--- config.mk ---
export PLATFORM = sky130hd
export DESIGN_NAME = ca_rule_scheduler
export DESIGN_NICKNAME = d
export VERILOG_FILES = /design/src/rtl/ca_rule_scheduler.sv
export SDC_FILE = /design/constraint.sdc
export NUM_CORES = 1
export LEC_CHECK = 0
export ABC_AREA = 1
export CAP_MARGIN = 20
export CORE_MARGIN = 4
export CORE_UTILIZATION = 55
export DETAILED_ROUTE_END_ITERATION = 16
export PLACE_DENSITY = 0.77
export SYNTH_ARGS = -nofsm -noshare
export SYNTH_HDL_FRONTEND = slang
export SYNTH_SLANG_ARGS = --single-unit
--- constraint.sdc ---
create_clock -name clk -period 5 [get_ports clk]
set_input_delay 0.75 -clock clk [delete_from_list [all_inputs] [get_ports clk]]
set_output_delay 0.75 -clock clk [all_outputs]
set_load 0.01 [all_outputs]
--- src/rtl/ca_rule_scheduler.sv ---
// Frame-level seed/advance/hold controller for the 1-D cellular-automaton VGA datapath.
// Buttons are sampled once per frame; rule and colour are chosen per scrolling band of cell rows.
module ca_rule_scheduler #(
  parameter int unsigned BAND_ROWS = 32,
  parameter int unsigned NUM_RULES = 8,
  parameter int unsigned SCROLL_W  = 11
) (
  input  logic       clk,
  input  logic       reset,
  input  logic       frame_start,
  input  logic       row_tick,
  input  logic       btn_pause,
  input  logic       btn_step,
  input  logic       btn_next,
  input  logic       btn_reseed,
  input  logic       override_en,
  input  logic [7:0] rule_override,
  output logic       seed,
  output logic       advance,
  output logic [7:0] rule,
  output logic [5:0] rule_color,
  output logic       paused
);

  localparam int unsigned BAND_SH = (BAND_ROWS > 1) ? $clog2(BAND_ROWS) : 0;
  localparam int unsigned RIDX_W  = (NUM_RULES > 1) ? $clog2(NUM_RULES) : 1;
  localparam logic [7:0]  RULE0   = 8'd30;

  typedef enum logic [2:0] {
    ST_INIT,
    ST_SEED,
    ST_RUN,
    ST_PAUSE,
    ST_STEP
  } state_t;

  function automatic logic [7:0] rule_lut(input logic [2:0] idx);
    case (idx)
      3'd0:    rule_lut = 8'd30;
      3'd1:    rule_lut = 8'd110;
      3'd2:    rule_lut = 8'd22;
      3'd3:    rule_lut = 8'd73;
      3'd4:    rule_lut = 8'd90;
      3'd5:    rule_lut = 8'd146;
      3'd6:    rule_lut = 8'd105;
      default: rule_lut = 8'd102;
    endcase
  endfunction

  // bit order: {reseed, next, step, pause}
  logic [3:0] btn_raw, sync1, sync2, sample, press;

  state_t              state, state_nx;
  logic                seed_nx, advance_nx, paused_nx;
  logic [SCROLL_W-1:0] scroll, scroll_nx, row_idx, row_nx, pos, band;
  logic [RIDX_W-1:0]   base, base_nx, ridx;
  logic [7:0]          rule_sel;

  assign btn_raw = {btn_reseed, btn_next, btn_step, btn_pause};
  assign press   = sync2 & ~sample;

  // Next-state, frame-level outputs and rule selection
  always_comb begin
    state_nx   = state;
    seed_nx    = seed;
    advance_nx = advance;
    paused_nx  = paused;
    scroll_nx  = scroll;
    base_nx    = base;
    row_nx     = row_idx;

    if (frame_start) begin
      row_nx = '0;
      if (press[2]) base_nx = (NUM_RULES > 1) ? RIDX_W'(base + RIDX_W'(1)) : '0;

      unique case (state)
        ST_INIT:  state_nx = ST_SEED;
        ST_SEED:  state_nx = ST_RUN;
        ST_RUN:   state_nx = press[0] ? ST_PAUSE : ST_RUN;
        ST_PAUSE: state_nx = press[0] ? ST_RUN : (press[1] ? ST_STEP : ST_PAUSE);
        ST_STEP:  state_nx = ST_PAUSE;
        default:  state_nx = ST_INIT;
      endcase
      if (state != ST_INIT && press[3]) state_nx = ST_SEED;

      if (state_nx == ST_SEED)
        scroll_nx = '0;
      else if (state == ST_RUN || state == ST_STEP)
        scroll_nx = SCROLL_W'(scroll + SCROLL_W'(1));

      seed_nx    = (state_nx == ST_SEED);
      advance_nx = (state_nx == ST_RUN) || (state_nx == ST_STEP);
      paused_nx  = (state_nx == ST_PAUSE) || (state_nx == ST_STEP);
    end else if (row_tick) begin
      row_nx = SCROLL_W'(row_idx + SCROLL_W'(1));
    end

    pos      = SCROLL_W'(scroll_nx + row_nx);
    band     = pos >> BAND_SH;
    ridx     = (NUM_RULES > 1) ? RIDX_W'(RIDX_W'(band) + base_nx) : '0;
    rule_sel = override_en ? rule_override : rule_lut(3'(ridx));
  end

  always_ff @(posedge clk) begin
    if (reset) begin
      sync1      <= '0;
      sync2      <= '0;
      sample     <= '0;
      state      <= ST_INIT;
      seed       <= 1'b0;
      advance    <= 1'b0;
      paused     <= 1'b0;
      scroll     <= '0;
      base       <= '0;
      row_idx    <= '0;
      rule       <= RULE0;
      rule_color <= RULE0[6:1];
    end else begin
      sync1   <= btn_raw;
      sync2   <= sync1;
      if (frame_start) sample <= sync2;
      state   <= state_nx;
      seed    <= seed_nx;
      advance <= advance_nx;
      paused  <= paused_nx;
      scroll  <= scroll_nx;
      base    <= base_nx;
      row_idx <= row_nx;
      if (frame_start || row_tick) begin
        rule       <= rule_sel;
        rule_color <= rule_sel[6:1];
      end
    end
  end

endmodule

==> impl_metrics.yaml <==
run_status:
  status: "finished clean"
die:
  num_rows: 24
  start_util_pct: 58.42
  design.core.area_um2: 4474
  die_x_um: 76.94
  dieArea_um2: 5919
  die_y_um: 76.94
  io_pins: 34
worst_setup_path:
  critical_path.endpoint_type: "flop"
  worstPathArrival_ns: 4.39
  cp.required_ns: 5.20
  crit_path_start_kind: "input port"
  cp_max_fo: 7
  r2r-start: "state[2]$_SDFFE_PP0P_"
  cp-startpoint: "frame_start"
  path_class: "in2reg"
logic_synthesis:
  yosys.area_share.simple_pct: 38.15
  synth_compound_area_share_pct: 9.622
  synth-seq-cells: 45
  synth_top_area_share_pct: 34.47
  synthTopCellsByArea: "dfxtp_1 (34%), nand2_1 (10%), inv_1 (7.0%)"
  synth_fp_nets: 404
  muxShareOfSynthArea_pct: 0
  synth_xor_area_share_pct: 1.005
  yosysTopAreaCell: "dfxtp_1"
  syn_inst: 376
  synth_fa_ha_area_share_pct: 5.553
  avgSynthCellArea_um2: 6.951
  synthDistinctLibCells: 35
  yosysWarningCount: 0
  synth_top_family_by_area: "simple AND/OR/NAND/NOR gates"
  syn_area_um2: 2614
  yosysSeqAreaShare_pct: 34.47
sta:
  finalSetupViolations: 0
  whs_ns: 0.4060
  fmax_ghz: 0.2385
  period_share_pct: 83.86
  max_slew_margin_pct: 48.60
  min_period_ns: 4.193
  finalHoldViolCount: 0
  setup_ws_ns: 0.8069
  drv_slew: 0
  rsz0062_at_grt: "no"
  tightest_slew_ns: 0.7681
  tns_ns: 0
  fin_worst_skew_ns: 0.006955
clocking:
  clockRootBuffer: "clkbuf_8"
  htree_levels: 2
  cts_setup_buffers: 0
  cts_tree: "done"
  cts_hold_buf: 0
  numCtsBuffers: 5
  worstSkewPairLatency_ns: 0.30
  clk_pin_slew_ns: 0.08
  cts_buffer_depth: 2
  clock-sinks: 45
  cts_resized: 0
route:
  dr.first_iter.drc_count: 137
  firstDrtPassIters: 4
  via_count: 2386
  wl_per_cell_um: 12.16
  drc: 0
  antenna_left: 0
  via_per_inst: 5.210
  wl_um: 5570
grt:
  grt.busiest_layer: "met2"
  first_global_vias: 2230
  grt_use_met3_pct: 3.396
  grt_usage_pct: 19.70
  gr-usage-met1_pct: 24.33
  overflow: 0
  antenna_found_initial: 0
  grt_max_degree: 23
  grt.met2_usage_pct: 34.15
  grt_pass1_wl_um: 9666
pwr:
  seq_power_share_pct: 51.6
  switchingPower_w: 0.0002026
  vdd_drop_max_uv: 117.2
  p_comb_share_pct: 16.2
  power.share.clock_pct: 32.1
  leakagePower_nw: 1.349
  power_density_nw_per_um2: 243.1
  swShare_pct: 27.30
  p_int_w: 0.0005396
cells_and_area:
  n_antenna_cell: 0
  fin_nets: 433
  seq_area_um2: 900.9
  final_common_cell: "nand2_1"
  synthToLayoutAreaGrowth_pct: 16.80
  fillers: 387
  final_cell_mix: "nand2_1 (73), inv_1 (49), nor2_1 (46)"
  multi_input_area_um2: 1420
  finalInstanceArea_um2: 3053
  drive_gt1_share_pct: 12.56
  finalNonFillerCells: 458
placement:
  dp.cells: 450
  port_buffers: 33
  pre_cts_ws_ns: 0.5711
  dp_hpwl_um: 4248
  placed_cell_area_um2: 2957
  routabilityCongestion: 0.8580
run:
  maxCapViolCount: 0
hold_path:
  hold_start: "sync1[1]$_SDFF_PP0_"
  hp-class: "reg2reg"
metrics by stage:
step,power [W],util (%)
floorplan,0.0004656,-
global placement,0.0005100,66.08
detailed placement,0.0005121,66.08
CTS,0.0007482,68.23
global route,0.0007797,68.23
finish,0.0007422,68.23
routing by layer:
metal  up-vias  part of all wire (%)  wire [µm]
met4         0                   2.0        114
li1       1264                     -          -
met1      1066                    46       2556
met3        10                   3.2        178
met5         -                     0          0
met2        46                    49       2721
cells in the mapped netlist, drive strengths merged:
library cell / n
o21bai: 1
or2: 3
nor4: 11
o2111ai: 1
clkinv: 3
nand3: 22
o21ai: 14
nor2: 51
clkbuf: 3
nor3: 18
xor2: 3
fa: 1
buf: 12
a41o: 1
nor3b: 2
a211oi: 1
nand4: 3
ha: 10
and3: 2
a21oi: 28
inv: 53
nand2: 88
dfxtp: 45
power by group through the flow:
stage / logic (W) / clock network [W] / registers [W]
global route: 0.000134 / 0.000260 / 0.000386
floorplan: 0.0000723 / 0 / 0.000393
global placement: 0.000119 / 0 / 0.000391
detailed placement: 0.000120 / 0 / 0.000392
finish: 0.000120 / 0.000238 / 0.000383
CTS: 0.000121 / 0.000244 / 0.000383
state kept, by name (all words and copies together), names as in the netlist:
| name | flops |
|---|---|
| rule | 8 |
| row_idx | 8 |
| base | 3 |
| sync2 | 4 |
| sample | 4 |
| sync1 | 4 |
| paused | 1 |
| advance | 1 |
| seed | 1 |
| state | 3 |
| scroll | 8 |
logic make-up (layout without fill, tap and decap cells):
logic type      Yosys count  count (layout)
flops                    45              45
xor+xnor                  3               3
fa+ha+maj                11              11
compound gates           46              46
simple gates            200             200
buf+inv                  71             101
worst max-delay path, cell delays in order:
cell	delay, ns
clkdlybuf4s50_1	0.55
nand2_2	0.10
nor3_1	0.29
nand2_1	0.12
nor2_1	0.23
nor3_1	0.10
ha_1	0.32
a21oi_1	0.21
o21bai_1	0.11
a21oi_1	0.13
nand2_1	0.08
xor2_1	0.16
fa_1	0.44
nand3_1	0.16
nand2_1	0.11
nand2_4	0.10
nand2_4	0.08
o21ai_1	0.18
nand2_1	0.07
nand2_1	0.06
nand2_1	0.05
final cells by class:
cell class	instances	share of cell area, %
multi-input cells	260	46.52
flip-flops and latches	45	29.51
repair buffers	37	11.80
inverters	56	6.885
clock buffers	6	2.705
well taps	52	2.131
clock inverters	2	0.4508
path summary, 6_finish.rpt:
| kind | to | slack [ns] | depth (start not counted) |
|---|---|---|---|
| worst max register to register | rule[3]$_SDFFE_PP1P_ | 1.10 | 23 |
| worst max-delay path | rule[3]$_SDFFE_PP1P_ | 0.81 | 21 |
| worst min register to register | sync2[1]$_SDFF_PP0_ | 0.41 | 2 |
| worst min-delay path | sync2[1]$_SDFF_PP0_ | 0.41 | 2 |
Power figures use the tool's default switching activity.
